[src/rtl/alu_operand_stage.sv]
// ID/EX operand stage: holds one decoded instruction, forwards operands from EX/MEM and MEM/WB,
// and stalls on load-use. Optional ALU_OPSTAGE_STALL_CNT_EN adds a load-use stall counter.
module alu_operand_stage #(
    parameter int unsigned XLEN    = 32,
    parameter int unsigned RF_AW   = 5,
    parameter int unsigned ALUFN_W = 4
) (
    input  logic               clk,
    input  logic               rst_n,
    input  logic               in_valid,
    output logic               in_ready,
    input  logic [XLEN-1:0]    in_rs1_val,
    input  logic [XLEN-1:0]    in_rs2_val,
    input  logic [XLEN-1:0]    in_imm,
    input  logic [XLEN-1:0]    in_pc,
    input  logic [RF_AW-1:0]   in_rs1,
    input  logic [RF_AW-1:0]   in_rs2,
    input  logic [RF_AW-1:0]   in_rd,
    input  logic [ALUFN_W-1:0] in_alufn,
    input  logic               in_use_imm,
    input  logic               in_use_pc,
    input  logic               flush,
    input  logic               exm_fwd_en,
    input  logic [RF_AW-1:0]   exm_rd,
    input  logic [XLEN-1:0]    exm_data,
    input  logic               exm_is_load,
    input  logic               wb_fwd_en,
    input  logic [RF_AW-1:0]   wb_rd,
    input  logic [XLEN-1:0]    wb_data,
    output logic               out_valid,
    input  logic               out_ready,
    output logic [XLEN-1:0]    alu_a,
    output logic [XLEN-1:0]    alu_b,
    output logic [4:0]         alu_shamt,
    output logic [ALUFN_W-1:0] alu_alufn,
    output logic [RF_AW-1:0]   out_rd
`ifdef ALU_OPSTAGE_STALL_CNT_EN
    ,
    output logic [31:0]        stall_cnt
`endif
);

    logic               occ_q, occ_d;
    logic [XLEN-1:0]    rs1_val_q, rs1_val_d, rs2_val_q, rs2_val_d;
    logic [XLEN-1:0]    imm_q, imm_d, pc_q, pc_d;
    logic [RF_AW-1:0]   rs1_q, rs1_d, rs2_q, rs2_d, rd_q, rd_d;
    logic [ALUFN_W-1:0] alufn_q, alufn_d;
    logic               use_imm_q, use_imm_d, use_pc_q, use_pc_d;

    logic            hazard, out_fire, accept;
    logic [XLEN-1:0] src1, src2;

    // A load in EX/MEM has no data yet; only a real (non-x0) operand read can depend on it.
    always_comb begin
        hazard = occ_q && exm_is_load && (exm_rd != '0) &&
                 ((!use_pc_q && (exm_rd == rs1_q)) || (!use_imm_q && (exm_rd == rs2_q)));
        out_valid = occ_q && !hazard;
        out_fire  = out_valid && out_ready;
        in_ready  = !flush && (!occ_q || out_fire);
        accept    = in_valid && in_ready;
    end

    always_comb begin
        src1 = rs1_val_q;
        if ((rs1_q != '0) && exm_fwd_en && (exm_rd == rs1_q) && !exm_is_load) begin
            src1 = exm_data;
        end else if ((rs1_q != '0) && wb_fwd_en && (wb_rd == rs1_q)) begin
            src1 = wb_data;
        end
        src2 = rs2_val_q;
        if ((rs2_q != '0) && exm_fwd_en && (exm_rd == rs2_q) && !exm_is_load) begin
            src2 = exm_data;
        end else if ((rs2_q != '0) && wb_fwd_en && (wb_rd == rs2_q)) begin
            src2 = wb_data;
        end
    end

    always_comb begin
        alu_a     = use_pc_q ? pc_q : src1;
        alu_b     = use_imm_q ? imm_q : src2;
        alu_shamt = alu_b[4:0];
        alu_alufn = alufn_q;
        out_rd    = rd_q;
    end

    always_comb begin
        occ_d     = occ_q;
        rs1_val_d = rs1_val_q;
        rs2_val_d = rs2_val_q;
        imm_d     = imm_q;
        pc_d      = pc_q;
        rs1_d     = rs1_q;
        rs2_d     = rs2_q;
        rd_d      = rd_q;
        alufn_d   = alufn_q;
        use_imm_d = use_imm_q;
        use_pc_d  = use_pc_q;
        if (flush) begin
            occ_d = 1'b0;
        end else if (accept) begin
            occ_d     = 1'b1;
            rs1_val_d = in_rs1_val;
            rs2_val_d = in_rs2_val;
            imm_d     = in_imm;
            pc_d      = in_pc;
            rs1_d     = in_rs1;
            rs2_d     = in_rs2;
            rd_d      = in_rd;
            alufn_d   = in_alufn;
            use_imm_d = in_use_imm;
            use_pc_d  = in_use_pc;
        end else if (out_fire) begin
            occ_d = 1'b0;
        end
    end

    always_ff @(posedge clk or negedge rst_n) begin
        if (!rst_n) begin
            occ_q     <= 1'b0;
            rs1_val_q <= '0;
            rs2_val_q <= '0;
            imm_q     <= '0;
            pc_q      <= '0;
            rs1_q     <= '0;
            rs2_q     <= '0;
            rd_q      <= '0;
            alufn_q   <= '0;
            use_imm_q <= 1'b0;
            use_pc_q  <= 1'b0;
        end else begin
            occ_q     <= occ_d;
            rs1_val_q <= rs1_val_d;
            rs2_val_q <= rs2_val_d;
            imm_q     <= imm_d;
            pc_q      <= pc_d;
            rs1_q     <= rs1_d;
            rs2_q     <= rs2_d;
            rd_q      <= rd_d;
            alufn_q   <= alufn_d;
            use_imm_q <= use_imm_d;
            use_pc_q  <= use_pc_d;
        end
    end

`ifdef ALU_OPSTAGE_STALL_CNT_EN
    logic [31:0] stall_cnt_q, stall_cnt_d;

    always_comb begin
        stall_cnt_d = stall_cnt_q;
        if (occ_q && hazard && !flush) begin
            stall_cnt_d = stall_cnt_q + 32'd1;
        end
    end

    always_ff @(posedge clk or negedge rst_n) begin
        if (!rst_n) begin
            stall_cnt_q <= '0;
        end else begin
            stall_cnt_q <= stall_cnt_d;
        end
    end

    assign stall_cnt = stall_cnt_q;
`endif

endmodule

[config.mk]
export PLATFORM = sky130hd
export DESIGN_NAME = alu_operand_stage
export DESIGN_NICKNAME = d
export VERILOG_FILES = /design/src/rtl/alu_operand_stage.sv
export SDC_FILE = /design/constraint.sdc
export NUM_CORES = 1
export LEC_CHECK = 0
export BUFFER_PORTS_ARGS = -buffer_cell sky130_fd_sc_hd__buf_2
export CAP_MARGIN = 30
export CORE_AREA = 2 2 215 133
export CTS_CLUSTER_DIAMETER = 30
export DETAILED_ROUTE_END_ITERATION = 7
export DIE_AREA = 0 0 217 135
export GPL_TIMING_DRIVEN = 1
export PLACE_DENSITY = 0.58
export SYNTH_ARGS = -nofsm -noshare
export SYNTH_HDL_FRONTEND = slang
export SYNTH_SLANG_ARGS = --single-unit
export TNS_END_PERCENT = 100
[constraint.sdc]
create_clock -name clk -period 5.85 [get_ports clk]
set_input_delay 0.2925 -clock clk [delete_from_list [all_inputs] [get_ports clk]]
set_output_delay 0.2925 -clock clk [all_outputs]
set_load 0.05 [all_outputs]
==> results.py, run 1 <==
metrics = {
    "run_status": {
        "status": "complete, no violations",
    },
    "sta": {
        "period_minus_slack_ps": 3960,
        "fin_crit_sh_pct": 67.7,
        "worst_slack_ps": 1890,
        "slew_headroom_pct": 40.2,
        "rsz0062_at_grt": "no",
        "finalHoldViolations": 0,
        "slew_violations": 0,
        "worstMarginPinSlew_ps": 896,
        "fmax_mhz": 253,
        "finalClockSkew_ps": 11.3,
        "finalSetupViolCount": 0,
        "finalSetupTns_ps": 0,
    },
    "floorplan": {
        "die_w_microns": 217,
        "coreArea_sq_mm": 0.0272,
        "fp.dieH_microns": 135,
        "io_pins": 311,
        "die_area_sq_mm": 0.0293,
        "floorplan.rows": 47,
        "start_util_pct": 29.7,
    },
    "drt": {
        "routed.top_layer": "met5",
        "vias": 7315,
        "drtIter0Drc": 478,
        "wl_met1_microns": 12800,
        "antenna_left": 0,
        "dr_wl_met2_microns": 13000,
        "routedWlPerCell_microns": 20.2,
        "route.met3.wl_microns": 2480,
        "dr.pass1.iters": 5,
        "routed_wl_microns": 28900,
        "drc": 0,
        "drt-vias-per-instance": 5.11,
    },
    "synth": {
        "ys_warn_count": 0,
        "yosysSeqAreaShare_pct": 46.5,
        "synth_top_cell_by_area": "dfrtp_1",
        "synth_area_sq_mm": 0.00808,
        "syn_avg_cell_area_sq_um": 10.4,
        "synthesis.nets": 1009,
        "synthCells": 778,
        "synthTopCellsByArea": "dfrtp_1 46%, mux2_1 14%, mux2_2 6.7%, a211oi_1 5.9%, o31ai_1 5.9%",
        "synth.distinct_cells": 37,
        "ys_ff_latch": 150,
        "synth_top_cell_area_share_pct": 46.5,
    },
    "pwr": {
        "clockPowerShare_pct": 28.0,
        "p_switching_w": 0.00162,
        "p_per_area_mw_per_mm2": 382,
        "p_int_w": 0.00239,
        "combPwrFrac_pct": 38.1,
        "p_seq_share_pct": 33.9,
        "vdd.ir_drop.worst_mv": 0.209,
        "leakage_nw": 4.80,
        "power_switching_share_pct": 40.4,
    },
    "critical_path": {
        "worstPathRequired_ps": 5560,
        "path_max_fanout": 33,
        "crit_arrival_ps": 3670,
        "reg2regPathDepth": 6,
        "critical_path.startpoint": "rs2_q[4]",
        "r2r_end": "use_imm_q",
        "worstSetupPathType": "flop to primary output",
        "r2r_start": "rs2_q[0]",
        "cp-start-kind": "flop",
        "end_kind": "primary output",
        "r2r_slack_ps": 2590,
    },
    "cts": {
        "numCtsBuffers": 17,
        "cts_max_level": 4,
        "clock_latency_ps": 430,
        "numClockSinks": 150,
        "cts_tree": "yes",
        "postCtsSetupBuffers": 0,
        "cts_root_buf": "clkbuf_16",
        "path_clk_slew_ps": 70,
        "clockBufferDepth": 2,
    },
    "cells_and_area": {
        "multi_input_area_sq_mm": 0.00387,
        "area_growth_pct": 30.0,
        "seqCellArea_sq_mm": 0.00376,
        "drive_gt1_share_pct": 38.6,
        "layout_common_cells": "309 x buf_2, 148 x dfrtp_1, 101 x mux2_1",
        "num-fill-cells": 2780,
        "final_common_cell": "buf_2",
        "final_nets": 1283,
    },
    "global_route": {
        "grt_pass1_wl_microns": 43500,
        "grt_antenna_before_repair": 9,
        "grt_overflow": 0,
        "grt_max_degree": 99,
        "grt_pass1_vias": 7381,
        "track_usage_pct": 19.8,
    },
    "worst_hold_path": {
        "hold_class": "primary input to flop",
        "hold_depth": 2,
        "hold_end": "imm_q[3]",
        "min_from": "in_imm[3]",
    },
    "place": {
        "pre_cts_slack_ps": 2370,
        "gp_congestion": 0.837,
        "dpl.hpwl_microns": 19900,
        "portBuffers": 310,
    },
    "flow_run": {
        "maxCapViolCount": 0,
    },
}
registers in the layout (all words and copies together) (netlist names), 4 cells and up:
register,cells
alu_alufn,4
imm_q,32
out_rd,5
pc_q,32
rs1_q,5
rs1_val_q,32
rs2_q,5
rs2_val_q,32
layout make-up:
type / instances / share of cell area (%)
multi-input cells: 523 / 36.9
flip-flops and latches: 150 / 35.8
repair buffers: 324 / 16.0
clock buffers: 22 / 4.42
well taps: 367 / 4.37
inverters: 36 / 1.29
clock inverters: 8 / 1.19
diodes: 1 / 0.0238
cell usage after synthesis:
cell / number
a221o_1: 1
mux2_1: 101
or4_1: 4
xor2_1: 2
a22o_1: 1
o2111ai_1: 1
nand2_1: 65
or2_1: 1
buf_6: 2
o211ai_2: 1
clkbuf_1: 44
and2_1: 1
a211o_1: 1
a31oi_1: 1
a21oi_1: 1
nor4_1: 3
mux2_2: 48
nor3b_1: 1
nand4_1: 2
o31ai_1: 64
o31a_1: 1
or3_1: 2
dfrtp_1: 150
buf_2: 7
inv_1: 36
nor3_1: 64
buf_4: 16
or2_2: 1
xnor2_1: 16
nand2b_1: 2
nor2_1: 69
nor2b_1: 1
a21bo_2: 1
o21ai_1: 1
nand3_1: 1
a211oi_1: 64
a31oi_4: 1
metal layers:
| metal | track usage (%) | vias to the layer above |
|---|---|---|
| met5 | 0 | - |
| met4 | 5.90 | 12 |
| met3 | 6.89 | 50 |
| met2 | 30.9 | 317 |
| met1 | 25.9 | 3598 |
| li1 | - | 3338 |
repair_timing:
action / CTS / global route
hold buffers: 0 / 1
setup endpoints to repair: 0 / 0
gates resized for setup: 0 / 0
hold endpoints to repair: 0 / 83
power groups by stage:
stage	combinational, W	clock (W)	sequential [W]
floorplan	0.00110	0	0.00138
global placement	0.00152	0	0.00137
detailed placement	0.00153	0	0.00138
CTS	0.00154	0.00116	0.00136
global route	0.00162	0.00120	0.00139
finish	0.00153	0.00112	0.00136
through the flow:
step | hold WS (ps) | total power, W | util (%) | cells | instance area (sq um)
2_1_floorplan | -3.09 | 0.00248 | - | 778 | 8080
3_3_place_gp | 471 | 0.00289 | 36.3 | 1397 | 9860
3_5_place_dp | 476 | 0.00291 | 36.3 | 1398 | 9870
4_1_cts | 2.97 | 0.00406 | 38.5 | 1428 | 10500
5_1_grt | 37.9 | 0.00421 | 38.7 | 1431 | 10500
6_report | 68.7 | 0.00402 | 38.7 | 1431 | 10500
critical path: stages, from the launching register on:
cell and delay [ps]:
dfrtp_1 430, nor4_1 370, a211o_2 730, or2_2 820
a211oi_1 170, o31ai_1 350, buf_2 330
logic make-up (layout without fill, tap and decap cells):
| logic type | count (synthesis) | after routing | share of synthesized area, % |
|---|---|---|---|
| buf+inv | 105 | 390 | 5.92 |
| flops | 150 | 150 | 46.5 |
| mux | 149 | 149 | 20.8 |
| compound gates | 139 | 139 | 13.2 |
| xor+xnor | 18 | 18 | 1.95 |
| other cells | 0 | 1 | 0 |
| simple gates | 217 | 217 | 11.7 |
worst max path at each step:
stage / to / depth (start not counted)
after floorplan: alu_shamt[1] / 7
after global placement: alu_shamt[0] / 6
after detailed placement: alu_b[4] / 6
after CTS: alu_b[26] / 6
after global routing: alu_b[2] / 6
final: alu_b[4] / 6
(Power assumes the default switching activity.)
==> run 2, diff against run 1 <==
Clock period 5.85 ns to 4.05 ns, I/O delays scaled along.
==> results.py, run 2 (same netlist as run 1, synthesis figures left out) <==
metrics = {
    "global_route": {
        "grt_pass1_vias": 8237,
        "use_met1_pct": 28.1,
        "track_usage_pct": 21.0,
        "grt_overflow": 0,
        "grt_max_degree": 99,
        "use_met3_pct": 5.63,
        "grt_antenna_before_repair": 4,
        "grt_pass1_wl_microns": 46700,
        "grt_use_met2_pct": 32.8,
        "grt_busiest_layer": "met2",
    },
    "drt": {
        "drtIter0Drc": 622,
        "antenna_left": 0,
        "vias": 7851,
        "drt-vias-per-instance": 4.97,
        "routedWlPerCell_microns": 19.1,
        "routed_wl_microns": 30200,
        "dr.pass1.iters": 5,
        "drc": 0,
    },
    "cts": {
        "numClockSinks": 150,
        "numCtsBuffers": 17,
        "path_clk_slew_ps": 60,
        "cts_tree": "yes",
        "cts_max_level": 4,
        "clockBufferDepth": 2,
        "clock_latency_ps": 440,
        "cts_root_buf": "clkbuf_16",
        "post_cts_resized": 0,
    },
    "sta": {
        "fin_crit_sh_pct": 86.3,
        "finalSetupTns_ps": 0,
        "slew_violations": 0,
        "finalHoldViolations": 0,
        "period_minus_slack_ps": 3490,
        "slew_headroom_pct": 38.3,
        "finalClockSkew_ps": 10.0,
        "rsz0062_at_grt": "no",
        "worstMarginPinSlew_ps": 925,
        "finalSetupViolCount": 0,
        "fmax_mhz": 286,
    },
    "critical_path": {
        "reg2regPathDepth": 6,
        "r2r_slack_ps": 1320,
        "worstSetupPathType": "flop to primary output",
        "r2r_start": "rs2_q[0]",
        "critical-path-slowest-cell": "or4_1",
        "cp-start-kind": "flop",
        "crit_arrival_ps": 3290,
        "path_max_fanout": 23,
        "worstPathRequired_ps": 3850,
        "r2r_end": "rs2_val_q[24]",
        "end_kind": "primary output",
        "critical_path.startpoint": "rs1_q[1]",
        "worst_path_largest_cell_delay_ps": 610,
        "crit_path_cell_trace": "or4_1, o211ai_4, or2_2, buf_4, a211oi_1, o31ai_1, buf_2",
    },
    "cells_and_area": {
        "area_growth_pct": 48.5,
        "num-fill-cells": 2663,
        "final-instance-count-excl-fill": 1580,
        "layout_common_cells": "309 x buf_2, 148 x dfrtp_1, 148 x dlygate4sd3_1",
        "final_common_cell": "buf_2",
        "drive_gt1_share_pct": 34.1,
        "final_nets": 1430,
    },
    "pwr": {
        "power_w": 0.00599,
        "leakage_nw": 5.42,
        "vdd.ir_drop.worst_mv": 0.314,
        "p_per_area_mw_per_mm2": 499,
    },
    "worst_hold_path": {
        "hold_depth": 2,
        "hold_class": "primary input to flop",
        "hold_end": "occ_q",
        "min_from": "in_valid",
    },
    "run_status": {
        "status": "complete, no violations",
    },
    "place": {
        "dp.cells": 1399,
        "dpl.hpwl_microns": 19700,
        "portBuffers": 310,
        "gp_congestion": 0.892,
    },
    "floorplan": {
        "coreArea_sq_mm": 0.0272,
        "die_area_sq_mm": 0.0293,
        "io_pins": 311,
        "fp.dieH_microns": 135,
        "start_util_pct": 29.7,
        "floorplan.rows": 47,
        "die_w_microns": 217,
    },
    "flow_run": {
        "maxCapViolCount": 0,
    },
}
-- run 2: changes by cell type in the layout (fill, tap and decap cells not counted), sizes merged --
cell / before / now
clkbuf: 22 / 21
inv: 36 / 37
clkinvlp: 1 / 3
dlygate4sd3: 1 / 148
-- run 2: timing repair --
action / CTS / global route
setup endpoints to repair: 0 / 0
hold buffers: 148 / 0
setup buffers: 0 / 0
endpoints found under the hold margin: 220 / 0
-- run 2: worst max-delay path, delay by kind of cell (launching register included) --
family	cells	cell delay, ps
buf+inv	2	640
simple gates	2	1200
compound gates	3	570
flops	1	430
-- run 2: worst max path at each step --
stage	end	cells after the start
2_1_floorplan	alu_shamt[1]	7
5_1_grt	alu_a[9]	7
3_3_place_gp	alu_a[4]	7
4_1_cts	alu_a[7]	7
3_5_place_dp	alu_a[7]	7
6_report	alu_a[9]	7
-- run 2: metal layers --
layer | vias up | share of wire, %
met5 | - | 0.12
met4 | 6 | 2.1
met3 | 50 | 7.0
met2 | 336 | 44
met1 | 3819 | 46
li1 | 3640 | -
-- run 2: cell type report --
type | count | area, sq um | area share [%]
inverters | 36 | 135 | 1.13
well taps | 367 | 459 | 3.83
multi-input cells | 523 | 3870 | 32.3
flip-flops and latches | 150 | 3760 | 31.3
clock buffers | 21 | 460 | 3.84
repair buffers | 471 | 3160 | 26.4
clock inverters | 11 | 149 | 1.24
diodes | 1 | 2.50 | 0.0209
-- run 2: power breakdown --
group	switching (W)	total, W	internal (W)
logic	0.00158	0.00234	0.000767
registers	0.000177	0.00197	0.00179
clock network	0.000678	0.00168	0.00100
-- run 2: through the flow --
step | util [%] | hold WS (ps) | area, sq um | setup slack [ps]
after detailed placement | 36.5 | 286 | 9900 | 1060
after global routing | 44.2 | 19.0 | 12000 | 388
after global placement | 36.5 | 281 | 9900 | 1090
after CTS | 44.2 | 8.08 | 12000 | 567
after floorplan | - | -93.1 | 8080 | 531
final | 44.2 | 41.8 | 12000 | 556
==> run 3, diff against run 2 <==
--- a/config.mk
+++ b/config.mk
@@ -8,10 +8,11 @@
 export BUFFER_PORTS_ARGS = -buffer_cell sky130_fd_sc_hd__buf_2
 export CAP_MARGIN = 30
-export CORE_AREA = 2 2 215 133
+export CORE_AREA = 2 2 168 104
 export CTS_CLUSTER_DIAMETER = 30
 export DETAILED_ROUTE_END_ITERATION = 7
-export DIE_AREA = 0 0 217 135
+export DIE_AREA = 0 0 170 106
+export GPL_ROUTABILITY_DRIVEN = 0
 export GPL_TIMING_DRIVEN = 1
-export PLACE_DENSITY = 0.58
+export PLACE_DENSITY = 0.85
 export SYNTH_ARGS = -nofsm -noshare
 export SYNTH_HDL_FRONTEND = slang
==> constraint.sdc (replaced) <==
create_clock -name clk -period 4.05 [get_ports clk]
set_input_delay 0.405 -clock clk [delete_from_list [all_inputs] [get_ports clk]]
set_output_delay 0.405 -clock clk [all_outputs]
set_load 0.05 [all_outputs]
==> results.py, run 3 (same netlist as run 1, synthesis figures left out) <==
metrics = {
    "run_status": {
        "status": "finished, violations left",
        "violations": "hold timing",
    },
    "critical_path": {
        "r2r_slack_ps": 1230,
        "r2r_end": "rs1_val_q[12]",
        "reg2regPathDepth": 6,
        "end_kind": "primary output",
        "path_max_fanout": 24,
        "cp-endpoint": "alu_b[3]",
        "worstSetupPathType": "flop to primary output",
        "cp-start-kind": "flop",
        "r2r_start": "rs2_q[0]",
        "crit_arrival_ps": 3000,
        "critPathTopFamily": "simple AND/OR/NAND/NOR gates",
        "crit_path_cell_trace": "nor4_1, and2_1, or4_1, buf_4, nor2_1, o31ai_1, buf_2",
        "cp_num_buf_inv": 2,
        "critical_path.startpoint": "rs2_q[4]",
        "critical-path-slowest-cell": "dfrtp_1",
        "cp.depth": 7,
        "worstPathRequired_ps": 3640,
        "worst_path_largest_cell_delay_ps": 440,
    },
    "global_route": {
        "grt_pass1_vias": 7428,
        "grt_max_degree": 150,
        "track_usage_pct": 28.0,
        "grt_pass1_wl_microns": 39000,
        "grt_overflow": 0,
        "grt_antenna_before_repair": 3,
    },
    "drt": {
        "routedWlPerCell_microns": 19.5,
        "routed_wl_microns": 25100,
        "dr.pass1.iters": 5,
        "drtIter0Drc": 517,
        "vias": 7256,
        "drc": 0,
        "drt-vias-per-instance": 5.65,
        "antenna_left": 0,
    },
    "floorplan": {
        "start_util_pct": 48.5,
        "die_area_sq_mm": 0.0180,
        "io_pins": 311,
        "coreArea_sq_mm": 0.0167,
        "die_w_microns": 170,
        "fp.dieH_microns": 106,
        "floorplan.rows": 37,
    },
    "sta": {
        "whs_ps": -3.37,
        "worstMarginPinSlew_ps": 857,
        "fmax_mhz": 294,
        "finalSetupTns_ps": 0,
        "slew_violations": 0,
        "fin_crit_sh_pct": 84.0,
        "finalHoldViolations": 4,
        "rsz0062_at_grt": "no",
        "period_minus_slack_ps": 3400,
        "finalClockSkew_ps": 15.5,
        "slew_headroom_pct": 42.9,
        "finalSetupViolCount": 0,
        "worst_slack_ps": 649,
    },
    "pwr": {
        "leakage_nw": 4.81,
        "p_per_area_mw_per_mm2": 562,
        "vdd.ir_drop.worst_mv": 0.315,
    },
    "place": {
        "pre_cts_slack_ps": 1060,
        "portBuffers": 310,
        "dpl.hpwl_microns": 17800,
        "postPlaceCellArea_sq_mm": 0.00972,
    },
    "cells_and_area": {
        "drive_gt1_share_pct": 38.6,
        "layout_common_cells": "309 x buf_2, 148 x dfrtp_1, 101 x mux2_1",
        "finalInstanceArea_sq_mm": 0.0103,
        "num-fill-cells": 1349,
        "post-route-util_pct": 62.1,
        "area_growth_pct": 28.1,
        "final_common_cell": "buf_2",
        "final_nets": 1284,
    },
    "cts": {
        "path_clk_slew_ps": 70,
        "clock_latency_ps": 410,
        "numCtsBuffers": 17,
        "cts_max_level": 4,
        "clockBufferDepth": 2,
        "cts_root_buf": "clkbuf_16",
        "cts_tree": "yes",
        "numClockSinks": 150,
        "postCtsSetupBuffers": 0,
        "cts_hold_buf": 0,
        "post_cts_resized": 0,
    },
    "flow_run": {
        "maxCapViolCount": 0,
    },
    "worst_hold_path": {
        "hold_class": "primary input to async pin",
    },
}
run 3: area by class of cell:
cell class                 count  area [sq um]  area share (%)
multi-input combinational    523          3870            37.4
sequential                   150          3760            36.3
timing repair buffer         325          1700            16.4
clock buffer                  20           447            4.32
tap                          214           268            2.59
clock inverter                12           166            1.61
inverter                      36           135            1.31
antenna                        4          10.0          0.0967
run 3: worst min path at each step:
stage	from	end	slack, ps	depth (start not counted)
final	rst_n	out_rd[4]	-3	1
after global routing	rst_n	out_rd[3]	30	1
after floorplan	rst_n	alu_alufn[0]	110	0
after CTS	rst_n	out_rd[2]	20	1
after detailed placement	rst_n	out_rd[2]	460	1
after global placement	rst_n	out_rd[4]	470	1
run 3: metal layers:
metal  vias up  global-route usage [%]  wire length (microns)
li1       3343                       -                      -
met1      3501                    35.7                  10700
met2       365                    46.6                  11600
met3        47                    8.34                   2330
met4         0                    7.75                    423
met5         -                       0                      0
run 3: worst reg2reg max path, delay by kind of cell, from the launching register on:
family | cells | cell delay, ps
buffers and inverters | 1 | 610
DFF | 1 | 450
AOI/OAI and AO/OA | 2 | 510
muxes | 1 | 550
xor gates and xnor gates | 1 | 180
and+or+nand+nor | 1 | 390
run 3: metrics by stage:
step	power [W]	cells	hold WS (ps)
2_1_floorplan	0.00359	778	109
3_3_place_gp	0.00411	1248	469
3_5_place_dp	0.00416	1248	465
4_1_cts	0.00583	1280	18.1
5_1_grt	0.00607	1280	29.7
6_report	0.00581	1284	-3.37
run 3: power by group:
group | internal, W | switching (W) | leakage, nW
clock | 0.000999 | 0.000666 | 0.286
sequential | 0.00179 | 0.000175 | 1.76
combinational | 0.000675 | 0.00151 | 2.77
